$ cat src/rtl/demo_diagnostic_pio_pkg.sv
// Shared constants and types for the diagnostic PIO pattern sequencer:
// PIO register offsets, table op codes, CSR word map and the sequencer FSM states.
package demo_diagnostic_pio_pkg;

   localparam logic [2:0] PIO_DATA   = 3'd0;
   localparam logic [2:0] PIO_OUTSET = 3'd4;
   localparam logic [2:0] PIO_OUTCLR = 3'd5;

   localparam logic [1:0] OP_WRITE = 2'd0;
   localparam logic [1:0] OP_SET   = 2'd1;
   localparam logic [1:0] OP_CLEAR = 2'd2;
   localparam logic [1:0] OP_HOLD  = 2'd3;

   localparam logic [2:0] CSR_CTRL   = 3'd0;
   localparam logic [2:0] CSR_STATUS = 3'd1;
   localparam logic [2:0] CSR_PERIOD = 3'd2;
   localparam logic [2:0] CSR_LAST   = 3'd3;
   localparam logic [2:0] CSR_TPTR   = 3'd4;
   localparam logic [2:0] CSR_TDATA  = 3'd5;

   // The step decision between two strobes is combinational, so it has no state.
   typedef enum logic [1:0] {
      ST_IDLE  = 2'd0,
      ST_ISSUE = 2'd1,
      ST_WAIT  = 2'd2
   } seq_state_t;

   function automatic logic [2:0] op_to_pio(input logic [1:0] op);
      case (op)
         OP_SET:   return PIO_OUTSET;
         OP_CLEAR: return PIO_OUTCLR;
         default:  return PIO_DATA;
      endcase
   endfunction

endpackage

$ cat src/rtl/demo_diagnostic_seq_table.sv
// Step table: DEPTH x 10-bit register file, one write port, two asynchronous read
// ports (CSR readback and sequencer fetch), cleared by reset.
module demo_diagnostic_seq_table #(
   parameter int DEPTH = 8,
   parameter int IW    = $clog2(DEPTH)
) (
   input  logic          clk,
   input  logic          reset_n,
   input  logic          we,
   input  logic [IW-1:0] waddr,
   input  logic [9:0]    wdata,
   input  logic [IW-1:0] raddr_csr,
   output logic [9:0]    rdata_csr,
   input  logic [IW-1:0] raddr_seq,
   output logic [9:0]    rdata_seq
);

   logic [9:0] mem [DEPTH];

   always_ff @(posedge clk or negedge reset_n) begin
      if (!reset_n) begin
         for (int i = 0; i < DEPTH; i++) mem[i] <= '0;
      end else if (we) begin
         mem[waddr] <= wdata;
      end
   end

   assign rdata_csr = mem[raddr_csr];
   assign rdata_seq = mem[raddr_seq];

endmodule

$ cat src/rtl/demo_diagnostic_pio_sequencer.sv
// Plays a CPU-loaded table of LED steps onto the diagnostic PIO s1 port, one
// write strobe every PERIOD clocks, optionally looping, without CPU involvement.
module demo_diagnostic_pio_sequencer
   import demo_diagnostic_pio_pkg::*;
#(
   parameter int DEPTH    = 8,
   parameter int PERIOD_W = 24
) (
   input  logic        clk,
   input  logic        reset_n,
   input  logic [2:0]  s_address,
   input  logic        s_chipselect,
   input  logic        s_write_n,
   input  logic [31:0] s_writedata,
   output logic [31:0] s_readdata,
   output logic [2:0]  m_address,
   output logic        m_chipselect,
   output logic        m_write_n,
   output logic [31:0] m_writedata
);

   localparam int IW = $clog2(DEPTH);

   // Handshake: neither Avalon port has waitrequest. A CSR write is accepted in the
   // cycle s_chipselect & ~s_write_n is high; a PIO write completes in the single
   // cycle m_chipselect is high, so every strobe is exactly one clock long.
   seq_state_t          state, state_n;
   logic [IW-1:0]       index, index_n, last_r, tptr;
   logic [PERIOD_W-1:0] period_r, cnt, cnt_n;
   logic                done, done_set, loop_r, advance;
   logic                csr_wr, start_p, stop_p, strobe;
   logic [9:0]          entry_seq, entry_csr;
   logic                unused_wd;

   assign csr_wr    = s_chipselect & ~s_write_n;
   assign start_p   = csr_wr && (s_address == CSR_CTRL) && s_writedata[0];
   assign stop_p    = csr_wr && (s_address == CSR_CTRL) && s_writedata[2];
   assign unused_wd = ^s_writedata;

   demo_diagnostic_seq_table #(.DEPTH(DEPTH), .IW(IW)) u_table (
      .clk       (clk),
      .reset_n   (reset_n),
      .we        (csr_wr && (s_address == CSR_TDATA)),
      .waddr     (tptr),
      .wdata     (s_writedata[9:0]),
      .raddr_csr (tptr),
      .rdata_csr (entry_csr),
      .raddr_seq (index),
      .rdata_seq (entry_seq)
   );

   always_comb begin
      state_n  = state;
      index_n  = index;
      cnt_n    = cnt;
      done_set = 1'b0;
      advance  = 1'b0;
      case (state)
         ST_IDLE: begin
            if (start_p) begin
               index_n = '0;
               state_n = ST_ISSUE;
            end
         end
         ST_ISSUE: begin
            if (period_r <= PERIOD_W'(1)) begin
               advance = 1'b1;
            end else begin
               cnt_n   = period_r - PERIOD_W'(2);
               state_n = ST_WAIT;
            end
         end
         ST_WAIT: begin
            if (cnt == '0) advance = 1'b1;
            else           cnt_n   = cnt - PERIOD_W'(1);
         end
         default: state_n = ST_IDLE;
      endcase
      if (advance) begin
         if (index != last_r) begin
            index_n = index + IW'(1);
            state_n = ST_ISSUE;
         end else if (loop_r) begin
            index_n = '0;
            state_n = ST_ISSUE;
         end else begin
            done_set = 1'b1;
            state_n  = ST_IDLE;
         end
      end
      // Stop overrides everything, including a start in the same write, and never sets done.
      if (stop_p) begin
         state_n  = ST_IDLE;
         index_n  = index;
         done_set = 1'b0;
      end
   end

   always_ff @(posedge clk or negedge reset_n) begin
      if (!reset_n) begin
         state    <= ST_IDLE;
         index    <= '0;
         cnt      <= '0;
         done     <= 1'b0;
         loop_r   <= 1'b0;
         period_r <= PERIOD_W'(1);
         last_r   <= IW'(DEPTH - 1);
         tptr     <= '0;
      end else begin
         state <= state_n;
         index <= index_n;
         cnt   <= cnt_n;
         if (done_set) done <= 1'b1;
         else if (csr_wr && (s_address == CSR_STATUS) && s_writedata[1]) done <= 1'b0;
         if (csr_wr) begin
            case (s_address)
               CSR_CTRL:   loop_r   <= s_writedata[1];
               CSR_PERIOD: period_r <= s_writedata[PERIOD_W-1:0];
               CSR_LAST:   last_r   <= s_writedata[IW-1:0];
               CSR_TPTR:   tptr     <= s_writedata[IW-1:0];
               CSR_TDATA:  tptr     <= tptr + IW'(1);
               default: ;
            endcase
         end
      end
   end

   always_comb begin
      s_readdata = '0;
      case (s_address)
         CSR_CTRL:   s_readdata[1] = loop_r;
         CSR_STATUS: begin
            s_readdata[0]       = (state != ST_IDLE);
            s_readdata[1]       = done;
            s_readdata[4 +: IW] = index;
         end
         CSR_PERIOD: s_readdata[PERIOD_W-1:0] = period_r;
         CSR_LAST:   s_readdata[IW-1:0]       = last_r;
         CSR_TPTR:   s_readdata[IW-1:0]       = tptr;
         CSR_TDATA:  s_readdata[9:0]          = entry_csr;
         default: ;
      endcase
   end

   // Master outputs decode only registered state and table contents, so reset drops them at once.
   assign strobe       = (state == ST_ISSUE) && (entry_seq[9:8] != OP_HOLD);
   assign m_chipselect = strobe;
   assign m_write_n    = ~strobe;
   assign m_address    = strobe ? op_to_pio(entry_seq[9:8]) : 3'd0;
   assign m_writedata  = strobe ? {24'b0, entry_seq[7:0]} : 32'd0;

endmodule
$ cat config.mk
export PLATFORM = sky130hd
export DESIGN_NAME = demo_diagnostic_pio_sequencer
export DESIGN_NICKNAME = d
export VERILOG_FILES = /design/src/rtl/demo_diagnostic_pio_pkg.sv /design/src/rtl/demo_diagnostic_seq_table.sv /design/src/rtl/demo_diagnostic_pio_sequencer.sv
export SDC_FILE = /design/constraint.sdc
export NUM_CORES = 1
export LEC_CHECK = 0
export ABC_AREA = 1
export BUFFER_PORTS_ARGS = -buffer_cell sky130_fd_sc_hd__buf_2
export CORE_MARGIN = 3
export CORE_UTILIZATION = 60
export DETAILED_ROUTE_END_ITERATION = 7
export PLACE_DENSITY = 0.82
export SYNTH_ARGS = -nofsm -noshare
export SYNTH_HDL_FRONTEND = slang
export SYNTH_SLANG_ARGS = --single-unit
export TNS_END_PERCENT = 10
$ cat constraint.sdc
create_clock -name clk -period 4.15 [get_ports clk]
set_clock_uncertainty 0.15 [all_clocks]
set_input_delay 0.2075 -clock clk [delete_from_list [all_inputs] [get_ports clk]]
set_output_delay 0.2075 -clock clk [all_outputs]
set_load 0.01 [all_outputs]
# Word level (Yosys, flattened, before mapping)
# Cells that the tools add are included.
# word_totals
out_inout_bits	69
input_bits	39
register_bits	141
word_cells	110
# classes
n_reduce_logical	21
n_bitwise	5
muxes	44
n_addsub	4
n_lt_le_gt_ge	4
n_eq_ne	16
# op_table
cell	n
80-bit bitwise mux	1
10-bit binary-select mux with 3-bit select	2
10-bit 2-to-1 mux	5
24-bit 2-to-1 mux	2
24-bit case mux with 2 select lines	1
10-bit demux with 3-bit select	1
24-bit by 1-bit less-or-equal comparator with 1-bit output (second input constant)	1
24-bit zero test	1
24-bit by 1-bit subtractor with 24-bit output (second input constant)	1
24-bit by 2-bit subtractor with 24-bit output (second input constant)	1
3-bit 2-to-1 mux	6
3-bit case mux with 2 select lines	3
14-bit 2-to-1 mux	1
1-bit 2-to-1 mux	10
3-bit case mux with 3 select lines	1
4-bit greater-or-equal comparator (second input constant)	2
1-bit logical AND	8
2-bit 2-to-1 mux	4
8-bit 2-to-1 mux	1
4-bit != test (second input constant)	2
3-bit inverter with 4-bit output	2
2-bit AND reduction	4
2-bit nonzero test	4
3-bit by 1-bit adder with 3-bit output (second input constant)	2
other kinds (19)	28

# Depth between registers and ports, before layout
# logic_depth
word_depth	9
mapped_depth	13
depth_no_buf	12

# Modules after synthesis
# From an unflattened synthesis, not the netlist that was laid out.
# hier_totals
cells_unflattened	1453
area_unflattened_um2	9645.5
# by_module_without_submodules
module	seq_area_each_um2	instances	cells_each	area_per_inst_um2
demo_diagnostic_seq_table	2001.9	1	737	4847.1
demo_diagnostic_pio_sequencer	1531.5	1	716	4798.4

# Least setup slack after synthesis
# Ideal clock, no wire load.
# synth_path
kind	register to output
startpoint	reg index[0]
endpoint	out m_writedata[0]
path_slack_ns	1.499
path_stages_with_launch	13
arrival_ns	2.293
path_buffers	4
required_time_ns	3.793
path_cell_list	dfrtp_1 buf_4 inv_1 buf_2 buf_2 o21ai_0 a21oi_1 a31oi_1 ha_1 nor2_1 inv_1 clkbuf_1 nor3_1
# synth_via
elab_chain_cells	7
# synth_lines
element	line	rtl
start, declared	demo_diagnostic_pio_sequencer.sv:28	logic [IW-1:0] index, index_n, last_r, tptr;
start signal, assigned	demo_diagnostic_pio_sequencer.sv:111	index <= index_n;
3-bit inverter with 4-bit output (implied by the code)	demo_diagnostic_seq_table.sv:29	assign rdata_seq = mem[raddr_seq];
10-bit binary-select mux with 3-bit select	demo_diagnostic_seq_table.sv:29	
10-bit 2-to-1 mux (implied by the code) (2 in series)	demo_diagnostic_seq_table.sv:29	
2-bit != test	demo_diagnostic_pio_sequencer.sv:146	assign strobe = (state == ST_ISSUE) && (entry_seq[9:8] != OP_HOLD);
1-bit logical AND	demo_diagnostic_pio_sequencer.sv:146	
net m_chipselect	demo_diagnostic_pio_sequencer.sv:17	output logic m_chipselect,
8-bit 2-to-1 mux	demo_diagnostic_pio_sequencer.sv:150	assign m_writedata = strobe ? {24'b0, entry_seq[7:0]} : 32'd0;
end, declared	demo_diagnostic_pio_sequencer.sv:19	output logic [31:0] m_writedata
# The timed path passes the listed nets, and every way through them passes these cells. The select of a mux whose other input is x is not followed.

# Worst setup path in the final report
# layout_path
startpoint	reg index[0]
endpoint	out m_writedata[7]
# layout_via
elab_chain_cells	7
# layout_lines
element	line
3-bit inverter with 4-bit output (implied by the code) (*)	demo_diagnostic_seq_table.sv:29
10-bit binary-select mux with 3-bit select (*)	demo_diagnostic_seq_table.sv:29
10-bit 2-to-1 mux (implied by the code) (*) (2 in series)	demo_diagnostic_seq_table.sv:29
2-bit != test	demo_diagnostic_pio_sequencer.sv:146
1-bit logical AND	demo_diagnostic_pio_sequencer.sv:146
8-bit 2-to-1 mux (*)	demo_diagnostic_pio_sequencer.sv:150
# Every way passes the cells marked *; elsewhere a longest branch is shown, timed or not. The select of a mux whose other input is x is not followed.

==> flow_summary.yaml <==
run_status:
  status: "complete, no violations"
floorplan:
  rows: 43
  ios: 108
  fp.coreArea_sq_um: 14100
  initial_core_util: 0.626
  die_area_sq_um: 16300
  die_y_microns: 128
  die_width_microns: 128
run:
  drv_cap: 0
drt:
  wl_per_cell_microns: 16.6
  vias_per_cell: 5.84
  dr.pass1.iters: 6
  drc: 0
  antenna_left: 0
  totalWireLength_microns: 25200
  drt_iter0_markers: 940
  vias: 8851
clock_tree:
  cts_tree: "built"
  clock_sinks: 141
  cts-htree-levels: 4
  cts_buffer_depth: 2
  cts_made_buffers: 17
  cts_root_buffer: "clkbuf_16"
  cts_setup_buffers: 0
  clk_pin_slew_ns: 0.06
  cts_resized: 0
  clock_latency_ns: 0.43
yosys:
  synthCells: 1268
  async_reset_ff_frac: 1.00
  ys_ff_latch: 141
  netlist-cell-type-count: 45
  syn_area_sq_um: 8860
  avgSynthCellArea_sq_um: 6.99
  synthFlopType: "dfrtp_1"
  synth_edf_count: 0
  yosys_warnings: 0
  yosysSeqAreaShare: 0.399
final_layout:
  mostFrequentLayoutCells: "nand2_1, o21ai_0, nor2_1"
  num_antenna_cells: 0
  layout.nets: 1376
  drive_above_1_share: 0.105
  areaGrowthSynthToFinish_pct: 11.4
  final_common_cell: "nand2_1"
  fin_area_sq_um: 9880
place:
  dpl_cell_area_sq_um: 9090
  port_buffers: 66
  dp_slack_ns: 1.22
  place.gp.congestion: 0.915
  place.detailed.hpwl_microns: 16800
sta:
  grt_setup_unrepaired: "false"
  maxSlewHeadroom: 0.342
  finalCritPeriodShare: 0.837
  tns_ns: 0
  worst_slew_pin_slew_ns: 0.987
  fin_ws_ns: 0.675
  maxSlewViolCount: 0
  period_minus_slack_ns: 3.47
  timing.fmax_ghz: 0.288
  hold_violations: 0
  finalSetupViolCount: 0
power:
  switching_share: 0.400
  clockPowerShare: 0.287
  p_seq_frac: 0.372
  ir_worst_vdd_mv: 0.378
  p_leak_uw: 0.00483
  power_density_nw_per_um2: 550
  p_sw_uw: 2180
  p_int_uw: 3260
  p_comb_frac: 0.341
setup_path:
  crit_required_ns: 3.79
  endpoint_kind: "output pin"
  worst-path-max-fanout: 26
  cpMostUsedCell: "inv_1"
  cp.arrival_ns: 3.12
  path_class: "flip-flop to output pin"
  cp_cell_sequence: "inv_1 -> a21oi_1 -> o21ai_0 -> o21ai_0 -> inv_1 -> o21ai_1 -> ha_1 -> nor2_1 -> inv_1 -> nor3_1 -> buf_2"
  start_kind: "flip-flop"
  r2r_cells: 6
  critical-path-top-delay-family: "buffers and inverters"
  critPathMaxStageDelay_ns: 0.66
  crit_buf_inv: 4
  crit_slowest_cell: "inv_1"
  cp_num_cells: 11
grt:
  grt_max_degree: 105
  antenna_found_initial: 0
  grt_use_total: 0.315
  grt_pass1_wl_microns: 40500
  grt_pass1_vias: 8002
  overflow: 0
hold_path:
  min_path_cells: 3
  hold_class: "primary input to flip-flop"
[metrics by stage]
stage	utilization	total power, uW	hold WS [ns]	std cells
global placement	0.642	3760	0.247	1466
global route	0.698	5790	0.0354	1516
CTS	0.698	5400	0.00908	1516
floorplan	-	3400	-0.238	1300
finish	0.698	5440	0.0122	1516
detailed placement	0.642	3820	0.244	1466
[final timing paths]
path | from | endpoint | slack, ns
min in group asynchronous | reset_n | u_table.mem[60] | 0.30
hold reg to reg | period_r[1] | period_r[1] | 0.34
setup / recovery | index[0] | m_writedata[7] | 0.68
hold / removal | s_writedata[6] | u_table.mem[76] | 0.01
max in group asynchronous | reset_n | u_table.mem[73] | 2.52
setup reg to reg | tptr[0] | u_table.mem[13] | 1.42
[synthesized netlist by cell type, types with 2 or more instances]
library cell,count,share of area
buf_2,27,0.015
o2bb2ai_1,3,0.0030
or2_2,2,0.0014
a211oi_1,5,0.0042
o221a_2,8,0.010
a22oi_1,4,0.0034
o22ai_1,6,0.0042
o21ai_0,155,0.088
inv_1,112,0.047
dfstp_2,4,0.012
nor2_1,155,0.066
nand3_1,66,0.037
nor3_1,14,0.0079
a21oi_1,64,0.036
clkinv_1,2,0.00085
dfrtp_1,137,0.39
buf_4,35,0.030
o2111ai_1,2,0.0020
nand3_2,3,0.0034
o21ai_1,39,0.022
buf_6,3,0.0038
xor2_1,8,0.0079
nand4_1,14,0.0099
clkbuf_1,21,0.0089
nor2_4,2,0.0025
xnor2_1,4,0.0040
ha_1,13,0.018
buf_1,2,0.00085
inv_2,7,0.0030
o31ai_1,3,0.0025
nor2_2,4,0.0028
nand2_1,331,0.14
[logic make-up after synthesis]
family / after synthesis / share of synthesized area
flip-flops: 141 / 0.399
buffers and inverters: 210 / 0.110
adder cells (fa/ha/maj): 13 / 0.0184
XOR/XNOR: 12 / 0.0119
AND/OR/NAND/NOR: 595 / 0.278
AO/OA/AOI/OAI: 296 / 0.183
other: 1 / 0.000423
[sequential cells by signal, indices dropped and copies added (netlist names)]
signal / count
u_table.mem: 80
cnt: 24
period_r: 24
index: 3
last_r: 3
tptr: 3
state: 2
done: 1
loop_r: 1
[routing by layer]
metal  wire, microns  GRT usage  up-vias  share of wire
li1                -          -     4182              -
met1           10800      0.451     4115           0.43
met2           11300      0.470      507           0.45
met3            2610     0.0836       47           0.10
met4             500      0.102        0          0.020
met5               0          0        -              0
[layout make-up]
cell class                      instances  area (sq um)
Tap cell                              180           225
Multi-Input combinational cell        949          4470
Sequential cell                       141          3530
Timing Repair Buffer                   93           587
Clock inverter                         10           140
Clock buffer                           21           460
Inverter                              122           460
Fill cell                            1193          4270
[worst reg2reg max path, delay by kind of cell, from the launching register on]
kind | cells | cell delay [ns]
compound gates | 1 | 0.12
buf+inv | 2 | 0.71
flops | 1 | 0.56
simple gates | 3 | 1.04
[power groups by stage]
| stage | registers [uW] | clock network, uW | logic, uW |
|---|---|---|---|
| 4_1_cts | 2010 | 1570 | 1820 |
| 3_5_place_dp | 2030 | 0 | 1790 |
| 3_3_place_gp | 2020 | 0 | 1740 |
| 5_1_grt | 2060 | 1630 | 2100 |
| 2_1_floorplan | 1930 | 0 | 1460 |
| 6_report | 2020 | 1560 | 1850 |
[repair_timing]
action,CTS,global route
hold endpoints to repair,117,0
setup endpoints to repair,0,0
hold buffers,19,0
Power figures use the tool's default switching activity.
